`config.mk`:
```
export PLATFORM = sky130hd
export DESIGN_NAME = booth_mul_arbiter
export DESIGN_NICKNAME = d
export VERILOG_FILES = /design/src/rtl/booth_mul_arbiter.sv
export SDC_FILE = /design/constraint.sdc
export NUM_CORES = 1
export LEC_CHECK = 0
export ABC_AREA = 0
export BUFFER_PORTS_ARGS = -buffer_cell sky130_fd_sc_hd__buf_2
export CORE_MARGIN = 3
export CORE_UTILIZATION = 40
export CTS_CLUSTER_DIAMETER = 60
export DETAILED_ROUTE_END_ITERATION = 16
export GPL_TIMING_DRIVEN = 0
export PLACE_DENSITY = 0.7
export SYNTH_ARGS = -nofsm -noshare
export SYNTH_HDL_FRONTEND = slang
export SYNTH_SLANG_ARGS = --single-unit
```
`constraint.sdc`:
```
create_clock -name clk -period 6.6 [get_ports clk]
set_input_delay 0.66 -clock clk [delete_from_list [all_inputs] [get_ports clk]]
set_output_delay 0.66 -clock clk [all_outputs]
set_load 0.05 [all_outputs]
```
`src/rtl/booth_mul_arbiter.sv`:
```
// Two-requester round-robin front end for a shared multi-cycle multiplier.
// One operation in flight at a time; a hung multiplier is answered with an error after a timeout.
module booth_mul_arbiter #(
    parameter int unsigned TIMEOUT_CYCLES = 64
) (
    input  logic        clk,
    input  logic        rst,
    input  logic        req0_valid,
    input  logic        req1_valid,
    output logic        req0_ready,
    output logic        req1_ready,
    input  logic [15:0] req0_a,
    input  logic [15:0] req0_b,
    input  logic [15:0] req1_a,
    input  logic [15:0] req1_b,
    output logic        resp0_valid,
    output logic        resp1_valid,
    input  logic        resp0_ready,
    input  logic        resp1_ready,
    output logic [31:0] resp_data,
    output logic        resp_err,
    output logic [15:0] mul_in1,
    output logic [15:0] mul_in2,
    output logic        mul_start,
    input  logic [31:0] mul_out,
    input  logic        mul_done,
    output logic        busy
);

    typedef enum logic [1:0] {IDLE, START, BUSY, RESP} state_t;

    state_t      state_q, state_d;
    logic        ptr_q, ptr_d;
    logic        owner_q, owner_d;
    logic        done_q;
    logic [15:0] a_q, a_d, b_q, b_d;
    logic [7:0]  cnt_q, cnt_d;
    logic [31:0] data_q, data_d;
    logic        err_q, err_d;

    logic grant0, grant1, done_edge, timeout, resp_taken;

    always_comb begin
        grant0 = 1'b0;
        grant1 = 1'b1 & 1'b0;
        if (state_q == IDLE && !rst) begin
            if (req0_valid && req1_valid) begin
                grant0 = !ptr_q;
                grant1 = ptr_q;
            end else begin
                grant0 = req0_valid;
                grant1 = req1_valid;
            end
        end
    end

    // Only a fresh rising edge counts, so a done level held over from the previous operation is ignored.
    assign done_edge  = mul_done && !done_q;
    assign timeout    = (cnt_q == 8'(TIMEOUT_CYCLES - 1));
    assign resp_taken = owner_q ? resp1_ready : resp0_ready;

    always_comb begin
        state_d = state_q;
        ptr_d   = ptr_q;
        owner_d = owner_q;
        a_d     = a_q;
        b_d     = b_q;
        cnt_d   = cnt_q;
        data_d  = data_q;
        err_d   = err_q;
        case (state_q)
            IDLE: begin
                if (grant0 || grant1) begin
                    owner_d = grant1;
                    a_d     = grant1 ? req1_a : req0_a;
                    b_d     = grant1 ? req1_b : req0_b;
                    state_d = START;
                end
            end
            START: begin
                cnt_d   = '0;
                state_d = BUSY;
            end
            BUSY: begin
                if (done_edge) begin
                    data_d  = mul_out;
                    err_d   = 1'b0;
                    state_d = RESP;
                end else if (timeout) begin
                    data_d  = '0;
                    err_d   = 1'b1;
                    state_d = RESP;
                end else begin
                    cnt_d = cnt_q + 8'd1;
                end
            end
            RESP: begin
                if (resp_taken) begin
                    ptr_d   = !owner_q;
                    state_d = IDLE;
                end
            end
            default: state_d = IDLE;
        endcase
    end

    always_ff @(posedge clk or posedge rst) begin
        if (rst) begin
            state_q <= IDLE;
            ptr_q   <= 1'b0;
            owner_q <= 1'b0;
            done_q  <= 1'b0;
            a_q     <= '0;
            b_q     <= '0;
            cnt_q   <= '0;
            data_q  <= '0;
            err_q   <= 1'b0;
        end else begin
            state_q <= state_d;
            ptr_q   <= ptr_d;
            owner_q <= owner_d;
            done_q  <= mul_done;
            a_q     <= a_d;
            b_q     <= b_d;
            cnt_q   <= cnt_d;
            data_q  <= data_d;
            err_q   <= err_d;
        end
    end

    assign req0_ready  = grant0;
    assign req1_ready  = grant1;
    assign mul_start   = (state_q == START);
    assign busy        = (state_q != IDLE);
    assign resp0_valid = (state_q == RESP) && !owner_q;
    assign resp1_valid = (state_q == RESP) && owner_q;
    assign resp_data   = data_q;
    assign resp_err    = err_q;
    assign mul_in1     = a_q;
    assign mul_in2     = b_q;

endmodule

```
==> metrics.cfg <==
[logic_synthesis]
syn_area_per_cell_sq_um = 11.2
syn-num-nets = 411
synth_top_cell_by_area = dfrtp_1
yosysMostFrequentCell = dfrtp_1
synth_commonest_cells = dfrtp_1 (78), nand2_1 (43), o21ai_0 (41), mux2i_1 (34), a22o_1 (33)
synth-seq-area-share_pct = 57.6
synthCells = 302
synth_ff_type = dfrtp_1
ys.warnings.count = 0
yosysTopAreaCellShare_pct = 57.6
synth-edff-count = 0
ys_seq_elements = 78
ys_top_cells_by_area = dfrtp_1 (58%), mux2i_1 (10%), a22o_1 (8.5%), o21ai_0 (6.1%), nand2_1 (4.8%)
postSynth.asyncResetShare_pct = 100
mappedNetlistArea_sq_um = 3390
synthDistinctLibCells = 30

[clock_network]
cts_hold_repair.buffers = 0
tritoncts = yes
numClockSinks = 78
number_of_buffers_inserted_to_repair_setup_after_cts = 0
cts_root_buf = clkbuf_8
insertion_delay_ps = 340
cts.repair.resized = 0
cts.path.max_buffers = 2
clk_pin_slew_worst_paths_ps = 80
numCtsBuffers = 9
htreeDepth = 3

[global_routing]
grt_max_degree = 72
globalRouteOverflowTotal = 0
first_global_vias = 2999
grt_antenna_before_repair = 0
globalRouteTotalUtil_pct = 18.8
grt_first_pass_wirelength_um = 14700

[setup_path]
critPathLaunchType = register
cp.buffers_inverters = 5
crit_path_most_repeated_cell = buf_2
crit_type = reg -> out
critical_path.top_delay_family = buffers and inverters
slowest_stage = dfrtp_1
worst_path_largest_cell_delay_ps = 420
worst-endpoint-required_ps = 5940
critical_path_peak_fanout = 10
signal_arrival_time_at_the_worst_endpoint_ps = 2150
setup.worst_path.end_class = output pin
worstPathCellList = inv_1 -> ha_1 -> nor2b_1 -> nand3_1 -> buf_2 -> buf_2 -> inv_1 -> buf_2

[power_and_ir_drop]
power-per-cell-area_nw_per_um2 = 533
power.combinational.fraction_pct = 55.0
power.static_leakage_nw = 2.65
netSwitchingFraction_pct = 52.4
seq_power_share_pct = 32.1
p_sw_mw = 1.28
cellInternalPower_mw = 1.16
power.ir.vdd_worst_v = 0.000330
clock_power_share_pct = 12.8

[routing]
postRouteWirelength_um = 8790
num_vias = 2966
via_per_inst = 4.99
detail_route.drc_violations = 0
wl_per_cell_um = 14.8
drt_first_pass_iters = 4
first_iter_violations = 72
postRouteAntennaNets = 0

[timing]
rsz0062_at_grt = no
worst_slew_pin_slew_ps = 502
final.setup_skew_ps = 13.6
final_period_minus_worst_setup_slack_ps = 2810
report.final.hold_viol_count = 0
max_freq_ghz = 0.356
totalNegativeSetupSlack_ps = 0
worst_slew_margin_rel_pct = 66.2
final-setup-viol-count = 0
final_min_period_over_clock_period_pct = 42.5
final_max_slew_viol_count = 0

[die]
initial_core_util_pct = 42.6
std_cell_rows = 32
floorplan.io_pins = 174
total_die_area_sq_um = 9620
core_region_area_sq_um = 7970
fp.dieH_um = 98.1
die-width_um = 98.1

[placement]
io_buffer_count = 173
placer_congestion = 0.778
placed_area_sq_um = 4410
dpl.hpwl_um = 6830

[run]
cap_violations = 0

[finish]
num-nets-final = 596
insertedDiodeCount = 0
finalInstanceArea_sq_um = 4590
areaGrowthSynthToFinish_pct = 35.4
share_of_post_route_cells_with_drive_strength_above_1_pct = 40.4

[run_status]
run_status = completed

[hold_path]
worst_hold_path_type = in -> async

state kept, by name, summed over array words and instances, names as in the netlist:
register   cells
resp_err       1
owner_q        1
resp_data     32
mul_in2       16
mul_in1       16
state_q        2
done_q         1
ptr_q          1
cnt_q          8
worst paths after layout:
check	startpoint	end	slack, ps	cells past startpoint
min in group clk	mul_done	done_q	460	1
setup reg to reg	state_q[0]	mul_in1[1]	4380	8
hold reg to reg	mul_in1[14]	mul_in1[14]	470	2
setup / recovery	state_q[0]	req1_ready	3790	8
max in group asynchronous	rst	resp_data[4]	5800	3
hold / removal	rst	mul_in2[12]	220	2
stage by stage:
| stage | hold slack, ps | setup slack (ps) | std cells | util, % | total power [mW] |
|---|---|---|---|---|---|
| finish | 217 | 3790 | 594 | 57.6 | 2.44 |
| global placement | 460 | 3040 | 577 | 55.0 | 2.13 |
| detailed placement | 466 | 4150 | 578 | 55.4 | 2.15 |
| CTS | 195 | 3760 | 594 | 57.6 | 2.48 |
| floorplan | 468 | 3940 | 302 | - | 1.81 |
| global route | 190 | 3650 | 594 | 57.6 | 2.60 |
power groups by stage:
stage                     Combinational [mW]  Clock [mW]  Sequential, mW
after detailed placement                1.36           0           0.787
final                                   1.35       0.314           0.786
after global placement                  1.34           0           0.788
after CTS                               1.36       0.328           0.787
after floorplan                        0.387           0            1.42
after global routing                    1.44       0.349           0.813
cell usage in the layout (no fill, tap or decap), types with 2 or more instances in the layout:
cell type	count
clkbuf_8	10
nand3b_1	2
dfrtp_1	78
nand2_1	43
ha_1	6
a21oi_1	3
buf_2	180
nand2b_1	3
and2_1	2
nor2_1	5
nand3_1	8
o21ai_0	41
inv_1	5
clkinv_4	2
a22o_1	33
nor2b_1	2
clkinv_2	2
mux2i_1	34
clkbuf_1	13
and3_1	3
or4_1	2
cell type report:
cell class / count / area (sq um)
buffer: 19 / 80.1
clock buffer: 11 / 141
clock inverter: 5 / 35.0
fill: 731 / 3380
inverter: 7 / 28.8
multi-input combinational: 198 / 1330
sequential: 78 / 1950
tap: 102 / 128
timing repair buffer: 174 / 893
layer usage:
| layer | wire length (um) | up-vias | part of all wire, % | global-route usage (%) |
|---|---|---|---|---|
| met5 | 0 | - | 0 | 0 |
| met4 | 76 | 0 | 0.87 | 6.07 |
| met3 | 806 | 5 | 9.2 | 6.07 |
| met2 | 4220 | 130 | 48 | 31.1 |
| met1 | 3690 | 1377 | 42 | 23.5 |
| li1 | - | 1454 | - | - |
kinds of logic after synthesis:
kind of cell / count (synthesis) / synth area share (%)
AO/OA/AOI/OAI: 83 / 16.5
AND/OR/NAND/NOR: 74 / 10.2
flip-flops: 78 / 57.6
multiplexers: 35 / 10.4
buffers and inverters: 26 / 3.14
adder cells (fa/ha/maj): 6 / 2.21
Power figures use the tool's default switching activity.
